**config.mk**
```make
export PLATFORM = sky130hd
export DESIGN_NAME = wb_master_seq_flat
export DESIGN_NICKNAME = d
export VERILOG_FILES = /design/src/rtl/wb_master_seq_pkg.sv /design/src/rtl/wb_master_seq_if.sv /design/src/rtl/wb_master_seq_mux.sv /design/src/rtl/wb_master_seq.sv /design/src/flat_wrapper.sv
export SDC_FILE = /design/constraint.sdc
export NUM_CORES = 1
export LEC_CHECK = 0
export BUFFER_PORTS_ARGS = -buffer_cell sky130_fd_sc_hd__buf_2
export CAP_MARGIN = 10
export CORE_MARGIN = 2
export CORE_UTILIZATION = 37
export DETAILED_ROUTE_END_ITERATION = 7
export PLACE_DENSITY = 0.75
export SETUP_SLACK_MARGIN = 0.1
export SYNTH_ARGS = -nofsm -noshare
export SYNTH_HDL_FRONTEND = slang
export SYNTH_SLANG_ARGS = --single-unit
```
**constraint.sdc**
```tcl
create_clock -name wb_clk_i -period 2.4 [get_ports wb_clk_i]
set_input_delay 0.12 -clock wb_clk_i [delete_from_list [all_inputs] [get_ports wb_clk_i]]
set_output_delay 0.12 -clock wb_clk_i [all_outputs]
set_load 0.05 [all_outputs]
```
**src/rtl/wb_master_seq_pkg.sv**
```systemverilog
`default_nettype none
// ============================================================================
// Module : wb_master_seq_pkg
// Brief  : Shared types and helpers for the wb_master_seq Wishbone master.
//          State encoding: IDLE=0, REQUEST=1, WAIT_ACK=2, RESPOND=3 (2-bit).
//          Optional timeout feature is controlled by WB_MASTER_SEQ_TIMEOUT_EN
//          (undefined by default: the master waits for ack indefinitely).
// Rev    : 1.0  initial release
// ============================================================================
package wb_master_seq_pkg;

  typedef enum logic [1:0] {
    ST_IDLE     = 2'd0,
    ST_REQUEST  = 2'd1,
    ST_WAIT_ACK = 2'd2,
    ST_RESPOND  = 2'd3
  } state_t;

  localparam int CNT_MIN_W = 8;
  localparam int CNT_MAX_W = 32;

  // Width of the timeout counter: just wide enough to hold TIMEOUT_TICKS,
  // clamped to the 8..32 bit range.
  function automatic int timeout_cnt_width(input int ticks);
    int w;
    w = CNT_MIN_W;
    while ((w < CNT_MAX_W) && ((longint'(1) << w) <= longint'(ticks))) begin
      w = w + 1;
    end
    return w;
  endfunction

endpackage
`default_nettype wire

```
**src/rtl/wb_master_seq_if.sv**
```systemverilog
`default_nettype none
// ============================================================================
// Module : wb_master_seq_if
// Brief  : Command/response streams plus the multi-slave pipelined Wishbone
//          bus of wb_master_seq.
//   master modport : seen by wb_master_seq
//   slave  modport : seen by the command source / response sink / slaves
//   cmd_*  : valid/ready command (we, sel, adr, dat)
//   rsp_*  : valid/ready response (dat, err)
//   wb_*   : per-slave cyc/stb/ack/stall, shared we/adr/dat_o,
//            concatenated read data (slave k at [k*DATA_WIDTH +: DATA_WIDTH])
// Rev    : 1.0  initial release
// ============================================================================
interface wb_master_seq_if #(
  parameter int SLAVE_NUM  = 3,
  parameter int SEL_WIDTH  = 2,
  parameter int ADDR_WIDTH = 4,
  parameter int DATA_WIDTH = 32
);
  logic                            cmd_valid;
  logic                            cmd_ready;
  logic                            cmd_we;
  logic [SEL_WIDTH-1:0]            cmd_sel;
  logic [ADDR_WIDTH-1:0]           cmd_adr;
  logic [DATA_WIDTH-1:0]           cmd_dat;
  logic                            rsp_valid;
  logic                            rsp_ready;
  logic [DATA_WIDTH-1:0]           rsp_dat;
  logic                            rsp_err;
  logic [SLAVE_NUM-1:0]            wb_cyc_o;
  logic [SLAVE_NUM-1:0]            wb_stb_o;
  logic                            wb_we_o;
  logic [ADDR_WIDTH-1:0]           wb_adr_o;
  logic [DATA_WIDTH-1:0]           wb_dat_o;
  logic [SLAVE_NUM*DATA_WIDTH-1:0] wb_dat_i;
  logic [SLAVE_NUM-1:0]            wb_ack_i;
  logic [SLAVE_NUM-1:0]            wb_stall_i;

  modport master (
    input  cmd_valid, cmd_we, cmd_sel, cmd_adr, cmd_dat, rsp_ready,
           wb_dat_i, wb_ack_i, wb_stall_i,
    output cmd_ready, rsp_valid, rsp_dat, rsp_err,
           wb_cyc_o, wb_stb_o, wb_we_o, wb_adr_o, wb_dat_o
  );

  modport slave (
    output cmd_valid, cmd_we, cmd_sel, cmd_adr, cmd_dat, rsp_ready,
           wb_dat_i, wb_ack_i, wb_stall_i,
    input  cmd_ready, rsp_valid, rsp_dat, rsp_err,
           wb_cyc_o, wb_stb_o, wb_we_o, wb_adr_o, wb_dat_o
  );
endinterface
`default_nettype wire

```
**src/rtl/wb_master_seq_mux.sv**
```systemverilog
`default_nettype none
// ============================================================================
// Module : wb_master_seq_mux
// Brief  : Slave selection for wb_master_seq. Picks the ack/stall/read-data
//          of the selected slave and fans cyc/stb out one-hot to it.
//   sel              in  selected slave index
//   cyc_en, stb_en   in  cycle/strobe request for the selected slave
//   dat_in/ack_in/stall_in  in  per-slave bus returns
//   sel_ack/sel_stall/sel_dat out  returns of the selected slave
//   cyc/stb          out per-slave one-hot cycle/strobe
// An out-of-range sel selects nothing: all returns read 0, no line asserted.
// Rev    : 1.0  initial release
// ============================================================================
module wb_master_seq_mux #(
  parameter int SLAVE_NUM  = 3,
  parameter int SEL_WIDTH  = 2,
  parameter int DATA_WIDTH = 32
) (
  input  wire logic [SEL_WIDTH-1:0]            sel,
  input  wire logic                            cyc_en,
  input  wire logic                            stb_en,
  input  wire logic [SLAVE_NUM*DATA_WIDTH-1:0] dat_in,
  input  wire logic [SLAVE_NUM-1:0]            ack_in,
  input  wire logic [SLAVE_NUM-1:0]            stall_in,
  output logic                                 sel_ack,
  output logic                                 sel_stall,
  output logic [DATA_WIDTH-1:0]                sel_dat,
  output logic [SLAVE_NUM-1:0]                 cyc,
  output logic [SLAVE_NUM-1:0]                 stb
);

  logic [SLAVE_NUM-1:0] w_hit;

  generate
    for (genvar k = 0; k < SLAVE_NUM; k++) begin : g_fanout
      assign w_hit[k] = (sel == SEL_WIDTH'(k));
      assign cyc[k]   = cyc_en & w_hit[k];
      assign stb[k]   = stb_en & w_hit[k];
    end
  endgenerate

  // AND-OR selection keeps every slice index in range.
  always_comb begin
    sel_ack   = 1'b0;
    sel_stall = 1'b0;
    sel_dat   = '0;
    for (int k = 0; k < SLAVE_NUM; k++) begin
      sel_ack   = sel_ack   | (w_hit[k] & ack_in[k]);
      sel_stall = sel_stall | (w_hit[k] & stall_in[k]);
      sel_dat   = sel_dat   | ({DATA_WIDTH{w_hit[k]}} & dat_in[k*DATA_WIDTH +: DATA_WIDTH]);
    end
  end

endmodule
`default_nettype wire

```
**src/rtl/wb_master_seq.sv**
```systemverilog
`default_nettype none
// ============================================================================
// Module : wb_master_seq
// Brief  : Pipelined Wishbone master for SLAVE_NUM slaves. Takes one
//          read/write command at a time, runs one Wishbone cycle to the
//          selected slave and returns data/status on the response stream.
//   wb_clk_i  in  clock
//   wb_rst_i  in  asynchronous active-high reset
//   bus       master modport of wb_master_seq_if (cmd/rsp streams, wb bus)
// Config : define WB_MASTER_SEQ_TIMEOUT_EN to abort a cycle after
//          TIMEOUT_TICKS cycles without ack (err=1). Undefined: no timeout.
// Rev    : 1.0  initial release
// ============================================================================
module wb_master_seq
  import wb_master_seq_pkg::*;
#(
  parameter int SLAVE_NUM     = 3,
  parameter int SEL_WIDTH     = 2,
  parameter int ADDR_WIDTH    = 4,
  parameter int DATA_WIDTH    = 32,
  parameter int TIMEOUT_TICKS = 255
) (
  input wire logic         wb_clk_i,
  input wire logic         wb_rst_i,
  wb_master_seq_if.master  bus
);

  state_t                r_state;
  state_t                w_next;

  logic                  r_we;
  logic [SEL_WIDTH-1:0]  r_sel;
  logic [ADDR_WIDTH-1:0] r_adr;
  logic [DATA_WIDTH-1:0] r_dat;
  logic [DATA_WIDTH-1:0] r_rsp_dat;
  logic                  r_rsp_err;

  logic                  w_cmd_ready;
  logic                  w_rsp_valid;
  logic                  w_cyc_en;
  logic                  w_stb_en;
  logic                  w_accept;
  logic                  w_capture;
  logic                  w_abort;
  logic                  w_sel_bad;
  logic                  w_timeout;

  logic                  w_sel_ack;
  logic                  w_sel_stall;
  logic [DATA_WIDTH-1:0] w_sel_dat;

  assign w_sel_bad = ({1'b0, bus.cmd_sel} >= (SEL_WIDTH+1)'(SLAVE_NUM));

  wb_master_seq_mux #(
    .SLAVE_NUM  (SLAVE_NUM),
    .SEL_WIDTH  (SEL_WIDTH),
    .DATA_WIDTH (DATA_WIDTH)
  ) u_mux (
    .sel       (r_sel),
    .cyc_en    (w_cyc_en),
    .stb_en    (w_stb_en),
    .dat_in    (bus.wb_dat_i),
    .ack_in    (bus.wb_ack_i),
    .stall_in  (bus.wb_stall_i),
    .sel_ack   (w_sel_ack),
    .sel_stall (w_sel_stall),
    .sel_dat   (w_sel_dat),
    .cyc       (bus.wb_cyc_o),
    .stb       (bus.wb_stb_o)
  );

`ifdef WB_MASTER_SEQ_TIMEOUT_EN
  localparam int CNT_W = timeout_cnt_width(TIMEOUT_TICKS);

  logic [CNT_W-1:0] r_cnt;

  // Held at 0 in IDLE, so it starts from 0 on entering REQUEST.
  always_ff @(posedge wb_clk_i or posedge wb_rst_i) begin
    if (wb_rst_i) begin
      r_cnt <= '0;
    end else if (r_state == ST_IDLE) begin
      r_cnt <= '0;
    end else if ((r_state == ST_REQUEST) || (r_state == ST_WAIT_ACK)) begin
      r_cnt <= r_cnt + CNT_W'(1);
    end
  end

  assign w_timeout = (r_cnt == CNT_W'(TIMEOUT_TICKS - 1));
`else
  assign w_timeout = 1'b0;
`endif

  always_ff @(posedge wb_clk_i or posedge wb_rst_i) begin
    if (wb_rst_i) begin
      r_state <= ST_IDLE;
    end else begin
      r_state <= w_next;
    end
  end

  // Ack always takes priority over the timeout on the same edge. In REQUEST
  // an ack only counts on the accepting (non-stalled) edge.
  always_comb begin
    w_next      = r_state;
    w_cmd_ready = 1'b0;
    w_rsp_valid = 1'b0;
    w_cyc_en    = 1'b0;
    w_stb_en    = 1'b0;
    w_accept    = 1'b0;
    w_capture   = 1'b0;
    w_abort     = 1'b0;
    case (r_state)
      ST_IDLE: begin
        w_cmd_ready = 1'b1;
        if (bus.cmd_valid) begin
          w_accept = 1'b1;
          w_next   = w_sel_bad ? ST_RESPOND : ST_REQUEST;
        end
      end
      ST_REQUEST: begin
        w_cyc_en = 1'b1;
        w_stb_en = 1'b1;
        if (!w_sel_stall && w_sel_ack) begin
          w_capture = 1'b1;
          w_next    = ST_RESPOND;
        end else if (w_timeout) begin
          w_abort = 1'b1;
          w_next  = ST_RESPOND;
        end else if (!w_sel_stall) begin
          w_next = ST_WAIT_ACK;
        end
      end
      ST_WAIT_ACK: begin
        w_cyc_en = 1'b1;
        if (w_sel_ack) begin
          w_capture = 1'b1;
          w_next    = ST_RESPOND;
        end else if (w_timeout) begin
          w_abort = 1'b1;
          w_next  = ST_RESPOND;
        end
      end
      ST_RESPOND: begin
        w_rsp_valid = 1'b1;
        if (bus.rsp_ready) begin
          w_next = ST_IDLE;
        end
      end
      default: begin
        w_next = ST_IDLE;
      end
    endcase
  end

  // Command latch and response registers; all of them only change on
  // accept/capture/abort, so they hold steady throughout RESPOND.
  always_ff @(posedge wb_clk_i or posedge wb_rst_i) begin
    if (wb_rst_i) begin
      r_we      <= 1'b0;
      r_sel     <= '0;
      r_adr     <= '0;
      r_dat     <= '0;
      r_rsp_dat <= '0;
      r_rsp_err <= 1'b0;
    end else begin
      if (w_accept) begin
        r_we      <= bus.cmd_we;
        r_sel     <= bus.cmd_sel;
        r_adr     <= bus.cmd_adr;
        r_dat     <= bus.cmd_dat;
        r_rsp_dat <= '0;
        r_rsp_err <= w_sel_bad;
      end
      if (w_capture) begin
        r_rsp_dat <= r_we ? '0 : w_sel_dat;
        r_rsp_err <= 1'b0;
      end
      if (w_abort) begin
        r_rsp_dat <= '0;
        r_rsp_err <= 1'b1;
      end
    end
  end

  assign bus.cmd_ready = w_cmd_ready;
  assign bus.rsp_valid = w_rsp_valid;
  assign bus.rsp_dat   = r_rsp_dat;
  assign bus.rsp_err   = r_rsp_err;
  assign bus.wb_we_o   = r_we;
  assign bus.wb_adr_o  = r_adr;
  assign bus.wb_dat_o  = r_dat;

endmodule
`default_nettype wire

```
**src/flat_wrapper.sv**
```systemverilog
// flat-port wrapper written by rule: the top's interface ports become plain ports
module wb_master_seq_flat import wb_master_seq_pkg::*;
#(
  parameter int SLAVE_NUM     = 3,
  parameter int SEL_WIDTH     = 2,
  parameter int ADDR_WIDTH    = 4,
  parameter int DATA_WIDTH    = 32,
  parameter int TIMEOUT_TICKS = 255
)
  (wb_clk_i, wb_rst_i, bus_cmd_valid, bus_cmd_we, bus_cmd_sel, bus_cmd_adr, bus_cmd_dat, bus_rsp_ready, bus_wb_dat_i, bus_wb_ack_i, bus_wb_stall_i, bus_cmd_ready, bus_rsp_valid, bus_rsp_dat, bus_rsp_err, bus_wb_cyc_o, bus_wb_stb_o, bus_wb_we_o, bus_wb_adr_o, bus_wb_dat_o);
  wb_master_seq_if #(.SLAVE_NUM(SLAVE_NUM), .SEL_WIDTH(SEL_WIDTH), .ADDR_WIDTH(ADDR_WIDTH), .DATA_WIDTH(DATA_WIDTH)) bus_i ();
  input wire logic wb_clk_i;
  input wire logic wb_rst_i;
  input wire logic [$bits(bus_i.cmd_valid)-1:0] bus_cmd_valid;
  input wire logic [$bits(bus_i.cmd_we)-1:0] bus_cmd_we;
  input wire logic [$bits(bus_i.cmd_sel)-1:0] bus_cmd_sel;
  input wire logic [$bits(bus_i.cmd_adr)-1:0] bus_cmd_adr;
  input wire logic [$bits(bus_i.cmd_dat)-1:0] bus_cmd_dat;
  input wire logic [$bits(bus_i.rsp_ready)-1:0] bus_rsp_ready;
  input wire logic [$bits(bus_i.wb_dat_i)-1:0] bus_wb_dat_i;
  input wire logic [$bits(bus_i.wb_ack_i)-1:0] bus_wb_ack_i;
  input wire logic [$bits(bus_i.wb_stall_i)-1:0] bus_wb_stall_i;
  output wire logic [$bits(bus_i.cmd_ready)-1:0] bus_cmd_ready;
  output wire logic [$bits(bus_i.rsp_valid)-1:0] bus_rsp_valid;
  output wire logic [$bits(bus_i.rsp_dat)-1:0] bus_rsp_dat;
  output wire logic [$bits(bus_i.rsp_err)-1:0] bus_rsp_err;
  output wire logic [$bits(bus_i.wb_cyc_o)-1:0] bus_wb_cyc_o;
  output wire logic [$bits(bus_i.wb_stb_o)-1:0] bus_wb_stb_o;
  output wire logic [$bits(bus_i.wb_we_o)-1:0] bus_wb_we_o;
  output wire logic [$bits(bus_i.wb_adr_o)-1:0] bus_wb_adr_o;
  output wire logic [$bits(bus_i.wb_dat_o)-1:0] bus_wb_dat_o;
  assign bus_i.cmd_valid = bus_cmd_valid;
  assign bus_i.cmd_we = bus_cmd_we;
  assign bus_i.cmd_sel = bus_cmd_sel;
  assign bus_i.cmd_adr = bus_cmd_adr;
  assign bus_i.cmd_dat = bus_cmd_dat;
  assign bus_i.rsp_ready = bus_rsp_ready;
  assign bus_i.wb_dat_i = bus_wb_dat_i;
  assign bus_i.wb_ack_i = bus_wb_ack_i;
  assign bus_i.wb_stall_i = bus_wb_stall_i;
  assign bus_cmd_ready = bus_i.cmd_ready;
  assign bus_rsp_valid = bus_i.rsp_valid;
  assign bus_rsp_dat = bus_i.rsp_dat;
  assign bus_rsp_err = bus_i.rsp_err;
  assign bus_wb_cyc_o = bus_i.wb_cyc_o;
  assign bus_wb_stb_o = bus_i.wb_stb_o;
  assign bus_wb_we_o = bus_i.wb_we_o;
  assign bus_wb_adr_o = bus_i.wb_adr_o;
  assign bus_wb_dat_o = bus_i.wb_dat_o;
  wb_master_seq #(.SLAVE_NUM(SLAVE_NUM), .SEL_WIDTH(SEL_WIDTH), .ADDR_WIDTH(ADDR_WIDTH), .DATA_WIDTH(DATA_WIDTH), .TIMEOUT_TICKS(TIMEOUT_TICKS)) u_core (.wb_clk_i(wb_clk_i), .wb_rst_i(wb_rst_i), .bus(bus_i));
endmodule
```
==> reports/results.ini <==
[drt]
wl_per_cell_um=15.3
drtIter0Drc=148
ant_nets=0
via_per_inst=4.79
drtPass1Iterations=4
finalWirelength_um=11800
num_vias=3696
drc=0

[final_layout]
nFillCells=956
nets=775
regArea_mm2=0.00185
final_layout_size_suffix_gt1_frac=0.479
multiInputGateArea_mm2=0.00205
areaGrowthSynthToFinish_pct=44.8
diodes=0

[clock_network]
cts_max_level=3
cts.reportedPaths.clkPinSlew_ns=0.09
cts_buffer_depth=2
post_cts_buffers=0
cts_buffers=9
clk_latency_ns=0.36
ctsRootBufferMaster=clkbuf_8
cts-resized-gates=0
clock-sinks=74
postCtsHoldBufs=37
cts_tree=yes

[die]
coreArea_mm2=0.0108
die_w_um=109
start_util=0.377
pin_count=223
die-height_um=109
dieArea_mm2=0.0119
rows=38

[synth]
yosysSeqAreaShare=0.455
syn_area_mm2=0.00407
synth_warnings=0
synth_top_family_by_area=multiplexers
synth_cell_types=33
synthSimpleGateAreaFrac=0.131
synth-xor-area-share=0
syn-num-nets=522
synth_cells=373
avgSynthCellArea_um2=10.9
synth_seq_cells=74
synth_compound_gate_area_share=0.0866
muxShareOfSynthArea=0.273
yosys.area_share.adder=0.0123

[critical_path]
reg2reg_depth=5
start_kind=register
critPathMaxFanout=22
endpoint_kind=output port
required_ns=2.28
crit_type=register to output port
cp_data_arrival_time_ns=1.98

[timing]
final-setup-viol-count=0
post-route-period-util=0.876
rsz0062_at_grt=no
worst_clock_skew_ns=0.0175
tightest_slew_ns=0.530
tns_ns=0
final-max-slew-violation-count=0
hold_viol_final=0
min_period_ns=2.10
max_freq_mhz=475
max_slew_margin=0.646

[status]
status=completed

[global_route]
grt_first_pass_wirelength_um=18000
grt_usage=0.198
grt_max_degree=73
grt_pass1_vias=3779
antenna_found_initial=1
grt_overflow=0

[power_and_ir_drop]
p_total_uw=8710
ir_drop_uv=756
p_per_area_mw_per_mm2=1480
p_leak_uw=0.00322

[min_path]
whs_path_depth=2
hp-class=input port to register

[placed_design]
place_congestion=0.775
dp_hpwl_um=8390
portBuffers=222

[job]
drv_cap=0

[registers in the layout, summed over array words and instances (netlist names)]
signal	flops
u_core.bus.rsp_dat	32
u_core.bus.wb_dat_o	32
u_core.bus.wb_adr_o	4
u_core.r_sel	2
u_core.r_state	2
u_core.bus.rsp_err	1
u_core.bus.wb_we_o	1
[per-layer routing]
metal	wire length [um]	up-vias	part of all wire	track usage
li1	-	1776	-	-
met2	6220	151	0.53	0.370
met5	11	-	0.00093	0
met1	4550	1753	0.39	0.222
met4	147	2	0.012	0.0705
met3	869	14	0.074	0.0389
[kinds of logic (layout without fill, tap and decap cells)]
| group | after synthesis | after routing |
|---|---|---|
| and+or+nand+nor | 113 | 113 |
| buffers and inverters | 33 | 291 |
| AOI/OAI and AO/OA | 43 | 43 |
| adders and majority gates | 4 | 4 |
| DFF | 74 | 74 |
| muxes | 106 | 106 |
[synth_stat cells]
library cell	instances	area [um^2]
and3_1	1	6.26
a211oi_2	1	12.5
o21ai_0	1	5.00
and2_1	2	12.5
a2bb2oi_1	1	8.76
buf_6	4	45.0
a211oi_1	1	7.51
nand3_1	1	5.00
o211ai_4	1	21.3
ha_1	4	50.1
nand4_1	1	6.26
a21boi_0	1	7.51
mux2i_1	66	661
or2_2	6	37.5
nor3_1	2	10.0
nand2b_1	2	12.5
a21o_1	32	240
or2_0	26	163
o211a_1	1	10.0
mux2_2	40	450
nand3b_1	2	15.0
clkbuf_1	15	56.3
inv_1	6	22.5
nand2_1	66	248
dfrtp_1	74	1850
o21a_1	1	7.51
o21ai_2	1	8.76
buf_4	4	30.0
a2111oi_2	1	15.0
nor2_1	3	11.3
buf_2	4	20.0
nor2b_1	1	6.26
o221ai_1	1	8.76
[cell type report]
cell class / count / share of cell area
repair buffers: 269 / 0.270
clock inverters: 7 / 0.0129
multi-input cells: 266 / 0.348
inverters: 6 / 0.00403
clock buffers: 9 / 0.0210
flip-flops and latches: 74 / 0.314
well taps: 140 / 0.0297
[per-stage QoR]
| step | worst slack [ns] | hold WS, ns | area [um^2] | utilization | std cells |
|---|---|---|---|---|---|
| finish | 0.297 | 0.0375 | 5900 | 0.546 | 771 |
| global route | 0.122 | 0.00740 | 5900 | 0.546 | 771 |
| CTS | 0.250 | 0.0136 | 5900 | 0.546 | 771 |
| detailed placement | 0.395 | 0.192 | 5330 | 0.494 | 718 |
| global placement | 0.436 | 0.165 | 5330 | 0.494 | 718 |
| floorplan | 0.340 | 0.271 | 4070 | - | 373 |
[worst paths after layout]
path                                             start                      end  slack, ns
worst max-delay path                   u_core.r_sel[1]          bus_wb_stb_o[1]       0.30
worst min-delay path                        bus_cmd_we       u_core.bus.wb_we_o       0.04
worst max register to register         u_core.r_sel[1]        u_core.r_state[1]       0.38
worst min register to register  u_core.bus.wb_dat_o[7]   u_core.bus.wb_dat_o[7]       0.51
max in group asynchronous                     wb_rst_i   u_core.bus.rsp_dat[17]       1.42
min in group asynchronous                     wb_rst_i  u_core.bus.wb_dat_o[31]       0.35
[where the power goes]
| part | switching (uW) | internal [uW] | total (uW) |
|---|---|---|---|
| combinational | 3690 | 1800 | 5490 |
| clock | 509 | 487 | 996 |
| sequential | 404 | 1820 | 2230 |
[cell usage in the layout (no fill, tap or decap), types with 2 or more instances in the layout]
| cell | n |
|---|---|
| inv_6 | 2 |
| or2_0 | 26 |
| buf_2 | 222 |
| and2_1 | 2 |
| nand3b_1 | 2 |
| inv_1 | 5 |
| nor2_1 | 3 |
| nand2_1 | 65 |
| mux2i_1 | 66 |
| nor3_1 | 2 |
| clkinvlp_4 | 2 |
| a21o_1 | 32 |
| dfrtp_1 | 73 |
| ha_1 | 4 |
| dlygate4sd3_1 | 37 |
| buf_12 | 3 |
| nand2b_1 | 2 |
| buf_4 | 7 |
| clkbuf_8 | 9 |
| clkinv_2 | 2 |
| or2_2 | 6 |
| mux2_2 | 40 |
[critical path, cell delays in order (launching register included)]
cell	delay, ns
dfrtp_2	0.57
buf_4	0.41
nor2b_2	0.10
buf_4	0.18
and2_1	0.16
buf_2	0.21
Power figures use the tool's default switching activity.
